File: src/rtl/rob_commit.sv
// rob_commit: in-order reorder buffer with out-of-order writeback and single-entry retirement.
// Optional perf counters are built when ROB_PERF_CNT_EN is defined.
module rob_commit #(
    parameter int ROB_DEPTH     = 32,
    parameter int ROB_IDX_WIDTH = 5
) (
    input  logic                     clk,
    input  logic                     rst,
    input  logic                     alloc_valid,
    input  logic [4:0]               alloc_rd_addr,
    output logic                     alloc_ready,
    output logic [ROB_IDX_WIDTH-1:0] alloc_rob_idx,
    input  logic                     wb_valid,
    input  logic [ROB_IDX_WIDTH-1:0] wb_rob_idx,
    input  logic [31:0]              wb_data,
    input  logic                     wb_mispredict,
    input  logic [31:0]              wb_target,
    output logic                     regf_we,
    output logic [4:0]               commit_rd_addr,
    output logic [31:0]              commit_data,
    output logic [ROB_IDX_WIDTH-1:0] commit_rob_idx,
    output logic                     flush,
    output logic [31:0]              flush_pc,
    output logic [ROB_IDX_WIDTH:0]   occupancy,
    output logic [31:0]              perf_commits,
    output logic [31:0]              perf_flushes
);
    logic [ROB_DEPTH-1:0]     valid_q, done_q, mp_q;
    logic [4:0]               rd_q   [ROB_DEPTH];
    logic [31:0]              data_q [ROB_DEPTH];
    logic [31:0]              tgt_q  [ROB_DEPTH];
    logic [ROB_IDX_WIDTH-1:0] head_q, head_d, tail_q, tail_d;
    logic [ROB_IDX_WIDTH:0]   count_q, count_d;
    logic                     commit_fire, flush_pending, alloc_fire, wb_hit;

    assign commit_fire   = valid_q[head_q] && done_q[head_q];
    assign flush_pending = commit_fire && mp_q[head_q];
    assign alloc_ready   = (count_q != (ROB_IDX_WIDTH+1)'(ROB_DEPTH)) && !flush_pending;
    assign alloc_fire    = alloc_valid && alloc_ready;
    assign wb_hit        = wb_valid && valid_q[wb_rob_idx];
    assign alloc_rob_idx = tail_q;
    assign occupancy     = count_q;

    always_comb begin
        head_d  = flush_pending ? '0 : head_q + ROB_IDX_WIDTH'(commit_fire);
        tail_d  = flush_pending ? '0 : tail_q + ROB_IDX_WIDTH'(alloc_fire);
        count_d = flush_pending ? '0 : count_q + (ROB_IDX_WIDTH+1)'(alloc_fire)
                                              - (ROB_IDX_WIDTH+1)'(commit_fire);
    end

    // A mispredict commit wipes every valid bit, which also discards any same-cycle writeback.
    always_ff @(posedge clk) begin
        if (rst) begin
            valid_q <= '0;
            done_q  <= '0;
            mp_q    <= '0;
            head_q  <= '0;
            tail_q  <= '0;
            count_q <= '0;
        end else begin
            if (wb_hit) begin
                done_q[wb_rob_idx] <= 1'b1;
                mp_q[wb_rob_idx]   <= wb_mispredict;
            end
            if (alloc_fire) begin
                valid_q[tail_q] <= 1'b1;
                done_q[tail_q]  <= 1'b0;
                mp_q[tail_q]    <= 1'b0;
            end
            if (commit_fire)
                valid_q[head_q] <= 1'b0;
            if (flush_pending)
                valid_q <= '0;
            head_q  <= head_d;
            tail_q  <= tail_d;
            count_q <= count_d;
        end
    end

    always_ff @(posedge clk) begin
        if (wb_hit) begin
            data_q[wb_rob_idx] <= wb_data;
            tgt_q[wb_rob_idx]  <= wb_target;
        end
        if (alloc_fire)
            rd_q[tail_q] <= alloc_rd_addr;
    end

    always_ff @(posedge clk) begin
        if (rst) begin
            regf_we        <= 1'b0;
            flush          <= 1'b0;
            commit_rd_addr <= '0;
            commit_data    <= '0;
            commit_rob_idx <= '0;
            flush_pc       <= '0;
        end else begin
            regf_we <= commit_fire && (rd_q[head_q] != 5'd0);
            flush   <= flush_pending;
            if (commit_fire) begin
                commit_rd_addr <= rd_q[head_q];
                commit_data    <= data_q[head_q];
                commit_rob_idx <= head_q;
            end
            if (flush_pending)
                flush_pc <= tgt_q[head_q];
        end
    end

`ifdef ROB_PERF_CNT_EN
    logic [31:0] perf_commits_q, perf_flushes_q;
    always_ff @(posedge clk) begin
        if (rst) begin
            perf_commits_q <= '0;
            perf_flushes_q <= '0;
        end else begin
            perf_commits_q <= perf_commits_q + 32'(commit_fire);
            perf_flushes_q <= perf_flushes_q + 32'(flush_pending);
        end
    end
    assign perf_commits = perf_commits_q;
    assign perf_flushes = perf_flushes_q;
`else
    assign perf_commits = '0;
    assign perf_flushes = '0;
`endif
endmodule
File: config.mk
export PLATFORM = sky130hd
export DESIGN_NAME = rob_commit
export DESIGN_NICKNAME = d
export VERILOG_FILES = /design/src/rtl/rob_commit.sv
export SDC_FILE = /design/constraint.sdc
export NUM_CORES = 2
export LEC_CHECK = 0
export CAP_MARGIN = 25
export CELL_PAD_IN_SITES_DETAIL_PLACEMENT = 0
export CELL_PAD_IN_SITES_GLOBAL_PLACEMENT = 1
export CORE_MARGIN = 4
export CORE_UTILIZATION = 40
export CTS_CLUSTER_SIZE = 30
export DETAILED_ROUTE_END_ITERATION = 7
export PLACE_DENSITY_LB_ADDON = 0.2
export SETUP_SLACK_MARGIN = 0.5
export SYNTH_ARGS = -nofsm -noshare
export SYNTH_HDL_FRONTEND = slang
export SYNTH_SLANG_ARGS = --single-unit
export TNS_END_PERCENT = 10
File: constraint.sdc
create_clock -name clk -period 8.7 [get_ports clk]
set_input_delay 1.74 -clock clk [delete_from_list [all_inputs] [get_ports clk]]
set_output_delay 1.74 -clock clk [all_outputs]
set_load 0.03 [all_outputs]
* Word-level counts from Yosys, hierarchy flattened
Memory sizes are Yosys's and may differ from the RTL's. A register that Yosys moved wholly into a read port is not among the register bits. Cells that the tools add are included.
Word-level totals: register bits 124, memory bits (writable) 2208, output and inout bits 152, word-level logic and storage cells 72, memories 3
Memory list:
- data_q | words 32, width 32, rd ports 1, clocked after Yosys merged registers in 1, write ports 1, line 30 | logic [31:0] data_q [ROB_DEPTH];
- tgt_q | words 32, width 32, rd ports 1, clocked after Yosys merged registers in 1, write ports 1, line 31 | logic [31:0] tgt_q [ROB_DEPTH];
- rd_q | words 32, width 5, rd ports 1, clocked after Yosys merged registers in 1, write ports 1, line 29 | logic [4:0] rd_q [ROB_DEPTH];
Cells by class: add/subtract/negate cells 4, order comparisons 6, equality and inequality tests 1, muxes and demuxes 29, bitwise operators 7, reductions and logical operators 12
Operator list (count):
- 2-to-1 mux 32 bit | 9
- bitwise AND 32 bit | 3
- inverter 32 bit | 2
- OR 32 bit | 2
- bitwise mux 32 bit | 1
- binary-select mux 1 bit (select 5 bit) | 4
- less-than comparator 5 x 6 -> 1 bit, second input constant | 3
- demux 1 bit (select 5 bit) | 3
- >= comparator 5 x 1 -> 1 bit, second input constant | 3
- 2-to-1 mux 1 bit | 11
- adder 5 x 1 -> 5 bit | 2
- logical AND 1 bit | 9
- adder 6 x 1 -> 6 bit | 1
- != test 6 bit, second input constant | 1
- subtractor 6 x 1 -> 6 bit | 1
- 2-to-1 mux 5 bit | 1
- nonzero test 5 bit | 1
- OR reduction 2 bit | 1
- logical NOT 1 bit | 1

* Longest topological paths before layout
depth in word-level cells 11, mapped depth 19

* Least setup slack after synthesis
No wires, ideal clock.
kind input to register, from input wb_rob_idx[0], to memory data_q[3][0] (enable), setup time 565 ps, arrival 7493 ps, required time 8135 ps, path slack 642 ps, stages on the path 8, path buffers 3, cells stage by stage clkbuf_1 > or3b_2 > o221ai_1 > a222oi_1 > o21a_1 > buf_2 > buf_2 > nor3_1
Between the ends: cells in the longest elaborated chain, start to end 5
RTL lines:
- start, declared | line 14 | input logic [ROB_IDX_WIDTH-1:0] wb_rob_idx,
- binary-select mux 1 bit (select 5 bit) | line 40 | assign wb_hit = wb_valid && valid_q[wb_rob_idx];
- 2-to-1 mux 1 bit (implied by the code) | line 40
- logical AND 1 bit | line 40
- 2-to-1 mux 1 bit | line 81 | if (wb_hit) begin
- 2-to-1 mux 1 bit (implied by the code) | line 82 | data_q[wb_rob_idx] <= wb_data;
- end, declared | line 30
Several ways; a longest one is shown, not always the timed one. The select of a mux whose other input is x is not followed.

* Worst setup path in the final report
from register head_q[0], to output alloc_ready
Between the ends: cells in the longest elaborated chain, start to end 6, elaborated cells on any way between the ends 10, those cells by class 6 x mux; 4 x reduce/logical
RTL lines:
- start, declared | line 32 | logic [ROB_IDX_WIDTH-1:0] head_q, head_d, tail_q, tail_d;
- start signal, assigned | line 57 | head_q <= '0;
- start signal, assigned | line 74 | head_q <= head_d;
- binary-select mux 1 bit (select 5 bit) | line 36 | assign commit_fire = valid_q[head_q] && done_q[head_q];
- 2-to-1 mux 1 bit (implied by the code) | line 36
- logical AND 1 bit | line 36
- logical AND 1 bit * | line 37 | assign flush_pending = commit_fire && mp_q[head_q];
- logical NOT 1 bit * | line 38 | assign alloc_ready = (count_q != (ROB_IDX_WIDTH+1)'(ROB_DEPTH)) && !flush_pending;
- logical AND 1 bit * | line 38
- end, declared | line 11 | output logic alloc_ready,
Every way passes the cells marked *; elsewhere a longest branch is shown, timed or not. The select of a mux whose other input is x is not followed.

==> impl_metrics.tcl <==
set metrics [dict create \
    status "complete, no violations" \
    synthAdderAreaFrac 0.00185 \
    synth_xor_area_frac 0.000952 \
    maxCapViolCount 0 \
    die_h_um 488 \
    initial_core_util 0.403 \
    dr.pass1.iters 8 \
    r2r-end "flush_pc[4]" \
    yosysWarningCount 0 \
    ys.flop_type "edfxtp_1" \
    syn_area_um2 92000 \
    synthCells 4349 \
    holdPathEnd "commit_rob_idx[3]" \
    p_per_area_nw_per_um2 223 \
    min_path_type "reg2reg" \
    synth_edf_count 2208 \
    avgViaCountPerCell 5.94 \
    postCtsSetupBuffers 0 \
    reg2reg_slack_ps 3020 \
    async_reset_ff_frac 0 \
    ant_nets 0 \
    drt_iter0_markers 5412 \
    die_area_um2 238000 \
    mostFrequentLayoutCell "edfxtp_1" \
    netlist_top_cells_area "edfxtp_1, mux4_2, dfxtp_1" \
    clk_pin_slew_ps 60 \
    synthSimpleGateAreaFrac 0.0191 \
    cp.required_ps 6960 \
    min_from "commit_rob_idx[3]" \
    ys_ff_latch 2396 \
    synth.area.mux_share 0.142 \
    cts-root-buf "clkbuf_16" \
    layout_worst_path_cycle_share 0.761 \
    seq_area_frac_synth 0.762 \
    area_growth_pct 15.7 \
    finalHoldViolations 0 \
    num_rows 175 \
    vdd_drop_max_uv 208 \
    clock_latency_ps 900 \
    worstPathMaxFanout 53 \
    core_area_um2 228000 \
    port_buffers 166 \
    end_kind "output port" \
    grt_first_pass_wirelength_um 361000 \
    setup_viol 0 \
    route.detailed.drc 0 \
    drv_slew 0 \
    synth_top_area_cell "edfxtp_1" \
    hold_buffers 0 \
    dp_cells 7404 \
    routabilityCongestion 0.825 \
    synth_compound_area_frac 0.0534 \
    stdcell_count 7872 \
    cp.arrival_ps 4880 \
    critical_path_class "reg2out" \
    skew_ps 90.8 \
    critPathLaunchType "flip-flop" \
    via_count 46800 \
    fin_setup_tns_ps 0 \
    grt_max_degree 118 \
    period_needed_ps 6620 \
    min_delay_path_depth 2 \
    cts_buffer_depth 3 \
    worst_pin_slew_ps 1100 \
    antenna_found_initial 15 \
    timing.rr.start "head_q[0]" \
    boundaryPins 231 \
    grt_usage 0.211 \
    hpwl_um 142000 \
    postCtsResizedCells 0 \
    cts_sinks 2396 \
    p_leak_nw 31.7 \
    drive_gt1_frac 0.241 \
    numCtsBuffers 238 \
    cts_tree "built" \
    grt_pass1_vias 46900 \
    worst_hold_slack_ps 474 \
    synth_top_area_share 0.721 \
    rsz0062_at_grt "no" \
    max_freq_ghz 0.151 \
    synth_top_family_by_area "multiplexers" \
    die-width_um 488 \
    place_area_um2 98100 \
    wl_um 254000 \
    avgSynthCellArea_um2 21.2 \
    relSlewSlack 0.261 \
    cts_max_level 4 \
    fin_nets 4746 \
    finalPower_mw 23.7 \
    synth.distinct_cells 67 \
    overflow 0 \
    most-common-layout-cells "edfxtp_1, mux4_2, clkbuf_16, dfxtp_1, clkdlybuf4s50_1" \
    wire_per_inst_um 32.2 \
    r2r_cells 8 \
    stdcell_area_um2 106000 \
]
==> metrics by stage <==
stage / utilization / setup WS [ps]
2_1_floorplan: - / 642
3_3_place_gp: 0.428 / 2340
3_5_place_dp: 0.430 / 2420
4_1_cts: 0.465 / 1940
5_1_grt: 0.467 / 1840
6_report: 0.467 / 2080
==> sequential cells by signal, indices dropped and copies added (netlist names), 6 cells and up <==
signal	cells
mp_q	32
occupancy	6
tgt_q	1024
data_q	1024
done_q	32
commit_data	32
flush_pc	32
valid_q	32
rd_q	160
==> cell type report <==
class | instances | area, µm²
fill | 19000 | 122000
sequential | 2396 | 70100
multi-input combinational | 1647 | 20600
clock buffer | 305 | 6340
timing repair buffer | 359 | 4140
tap | 3009 | 3760
clock inverter | 139 | 1520
inverter | 12 | 45.0
antenna | 5 | 12.5
==> cell families after synthesis <==
| kind of cell | after synthesis |
|---|---|
| AOI/OAI and AO/OA | 626 |
| xor gates and xnor gates | 10 |
| adders and majority gates | 13 |
| buffers and inverters | 369 |
| DFF | 2396 |
| muxes | 606 |
| other | 1 |
| and+or+nand+nor | 328 |
==> routing by layer <==
| layer | up-vias | wire [µm] | GRT usage |
|---|---|---|---|
| met3 | 349 | 16900 | 0.0388 |
| met1 | 25500 | 111000 | 0.308 |
| met4 | 6 | 5480 | 0.0491 |
| met5 | - | 42 | 0 |
| li1 | 19200 | - | - |
| met2 | 1751 | 120000 | 0.333 |
==> worst max path at each step <==
stage / from / end / slack [ps] / cells past startpoint
floorplan: wb_rob_idx[0] / data_q[3][0] / 640 / 8
global placement: wb_rob_idx[1] / tgt_q[23][7] / 2340 / 8
detailed placement: wb_rob_idx[1] / tgt_q[23][26] / 2420 / 8
CTS: head_q[0] / alloc_ready / 1940 / 7
global route: head_q[3] / alloc_ready / 1840 / 8
finish: head_q[0] / alloc_ready / 2080 / 7
==> critical path: stages (launching register included) <==
cell,delay (ps)
dfxtp_4,910
mux4_2,650
a22oi_1,330
o2111a_1,730
nor3_4,80
buf_4,400
nor2_1,200
clkdlybuf4s50_1,690
==> Yosys cell counts, drive strengths merged, types with 35 or more instances <==
| master | number |
|---|---|
| a221oi | 128 |
| mux2i | 44 |
| edfxtp | 2208 |
| a22oi | 85 |
| dfxtp | 188 |
| a22o | 96 |
| buf | 222 |
| nor3 | 48 |
| a31oi | 65 |
| mux4 | 562 |
| and3 | 35 |
| nor2 | 104 |
| a21oi | 46 |
| nand3 | 40 |
| a211oi | 97 |
| clkbuf | 135 |
==> power breakdown <==
group | internal, mW | switching [mW]
clock | 5.89 | 4.41
combinational | 0.202 | 0.527
sequential | 12.6 | 0.0260
Power figures use the tool's default switching activity.
==> edit (config.mk and constraints unchanged) <==
The parameter `ROB_DEPTH` goes from 32 to 16.
--- a/src/rtl/rob_commit.sv
+++ b/src/rtl/rob_commit.sv
@@ -2,5 +2,5 @@
 // Optional perf counters are built when ROB_PERF_CNT_EN is defined.
 module rob_commit #(
-    parameter int ROB_DEPTH     = 32,
+    parameter int ROB_DEPTH     = 16,
     parameter int ROB_IDX_WIDTH = 5
 ) (
Function: not settled (the Yosys comparison gave no result); the edit may change what the design does.
==> edit against the original RTL <==
- routed wire length fell by 56%
- combinational power decreased by 49%
- synthesized cell count fell by 47%
- clock skew shrank 0.071 ns
- global-route usage down 3.5 points
- sequential cell count fell by 1152
- area after synthesis shrank 48%
- clock power down 47%
- count of clock-buffer cells in the layout is 125 lower
- cell area fell by 48%
- setup slack improved by 0.73 ns
- critical path depth down 1
- total power decreased by 48%
- first-iteration DRC count shrank 67%
- largest cell class unchanged
- highest routed layer unchanged
==> edit: results (changes against the original RTL) <==
Worst slew pin tran: 1.13 ns (was 1.10 ns)
Htree depth: 4 (unchanged)
Worst R2R Start: head_q[2] (was head_q[0])
GR met3 Demand/Resource: 3.13% (was 3.88%)
Initial antenna violation count: 7 (was 15)
DRT iter0 DRCs: 1,791 (was 5,412)
HP Class: flop to flop (unchanged)
Ys async rst share: 0% (unchanged)
Post-DP HPWL: 63,300 um (was 142,000 um)
Clk_skew: 0.0195 ns (was 0.0908 ns)
Reg2Reg Depth: 15 (was 8)
R2r setup slk: 4.38 ns (was 3.02 ns)
First-pass GRT wire length: 164,000 um (was 361,000 um)
Layout cell share with drive strength beyond 1: 23.8% (was 24.1%)
Clock Latency Late Sink: 0.74 ns (was 0.90 ns)
P_int: 9.76 mW (was 18.7 mW)
Met1 usage in global routing: 24.3% (was 30.8%)
CTS Buf Count: 134 (was 238)
Worst flop-to-flop path endpoint: occupancy[5] (was flush_pc[4])
Register area share after synthesis: 74.8% (was 76.2%)
Crit path capture: alloc_ready (unchanged)
Setup Buffers After CTS: 0 (unchanged)
Largest registers: data_q (512), tgt_q (512), rd_q (80) (was data_q (1024), tgt_q (1024), rd_q (160))
Gr usage total: 17.7% (was 21.1%)
Peak VDD IR: 182 uV (was 208 uV)
Leak: 16.8 nW (was 31.7 nW)
Top cells by count, synth: edfxtp_1 (1,104), mux4_2 (361), dfxtp_1 (140) (was edfxtp_1 (2,208), mux4_2 (562), dfxtp_1 (188))
Final Wtd Congestion: 0.762 (was 0.825)
Status: finished clean (unchanged)
FILL cells: 9,817 (was 19,000)
Number of global-route vias before repair: 24,100 (was 46,900)
Global Route met2 Usage: 29.4% (was 33.3%)
Vias per cell: 5.38 (was 5.94)
# nets final: 2,613 (was 4,746)
Worst EP arrival: 4.15 ns (was 4.88 ns)
Number of enable flip-flop cells after synthesis: 1,104 (was 2,208)
Drt first pass iters: 5 (was 8)
Max Root-Sink Buffers: 3 (unchanged)
Largest net degree at the start of global routing: 115 (was 118)
Top cells by area, synth: edfxtp_1 (69%), mux4_2 (17%), dfxtp_1 (5.8%), buf_4 (1.1%), mux2i_1 (0.94%) (was edfxtp_1 (72%), mux4_2 (14%), dfxtp_1 (4.1%), a221oi_1 (1.2%), a22o_1 (0.91%))
Synth unique cells: 46 (was 67)
Final wirelength: 110,000 um (was 254,000 um)
Crit Path Max Fanout: 27 (was 53)
edit: cells by family after synthesis:
| kind of cell | synth area share [%] |
|---|---|
| flip-flops | 74.8 |
| multiplexers | 17.9 |
| AND/OR/NAND/NOR | 2.80 |
| other | 0.00780 |
| adder cells (fa/ha/maj) | 0.354 |
| XOR/XNOR | 0.182 |
| AO/OA/AOI/OAI | 1.50 |
| buffers and inverters | 2.45 |
edit: worst max-delay path, cell delays in order (launching register included):
cell             delay [ns]
dfxtp_4                0.74
buf_4                  0.65
nand3_1                0.16
and3_1                 0.26
nor3_4                 0.74
nor2b_1                0.17
clkdlybuf4s50_1        0.64
edit: area by class of cell:
type | instances | area (um^2) | area share [%]
diodes | 2 | 5.00 | 0.00898
clock buffers | 180 | 3600 | 6.45
clock inverters | 69 | 639 | 1.15
inverters | 29 | 109 | 0.195
multi-input cells | 895 | 11300 | 20.2
flip-flops and latches | 1244 | 36000 | 64.5
well taps | 1600 | 2000 | 3.59
repair buffers | 217 | 2170 | 3.89
edit: worst min path at each step:
| stage | startpoint | to | slack (ns) |
|---|---|---|---|
| after floorplan | done_q[11] | done_q[11] | 0.43 |
| after global placement | commit_data[18] | commit_data[18] | 0.44 |
| after detailed placement | commit_data[16] | commit_data[16] | 0.45 |
| after CTS | commit_data[16] | commit_data[16] | 0.45 |
| after global routing | commit_rob_idx[4] | commit_rob_idx[4] | 0.47 |
| final | commit_data[16] | commit_data[16] | 0.45 |
edit: power groups by stage:
stage,registers [mW],logic (mW),clock network (mW)
floorplan,6.68,0.195,0
global placement,6.67,0.361,0
detailed placement,6.67,0.372,0
CTS,6.54,0.372,5.60
global route,6.54,0.405,5.87
finish,6.54,0.369,5.45
edit: per-layer routing:
metal / wire length, um / share of wire, %
met1: 47300 / 43
met2: 55300 / 50
met3: 5730 / 5.2
met4: 2010 / 1.8
met5: 23 / 0.021
edit: stage by stage:
step / worst slack [ns] / cell area, um^2 / power (mW) / cells / utilization (%)
after floorplan: 0.829 / 48300 / 6.88 / 2362 / -
after global placement: 2.97 / 51400 / 7.03 / 3979 / 43.3
after detailed placement: 2.86 / 51500 / 7.04 / 3983 / 43.3
after CTS: 2.71 / 55700 / 12.5 / 4232 / 46.9
after global routing: 2.49 / 55800 / 12.8 / 4234 / 47.0
final: 2.81 / 55800 / 12.4 / 4236 / 47.0
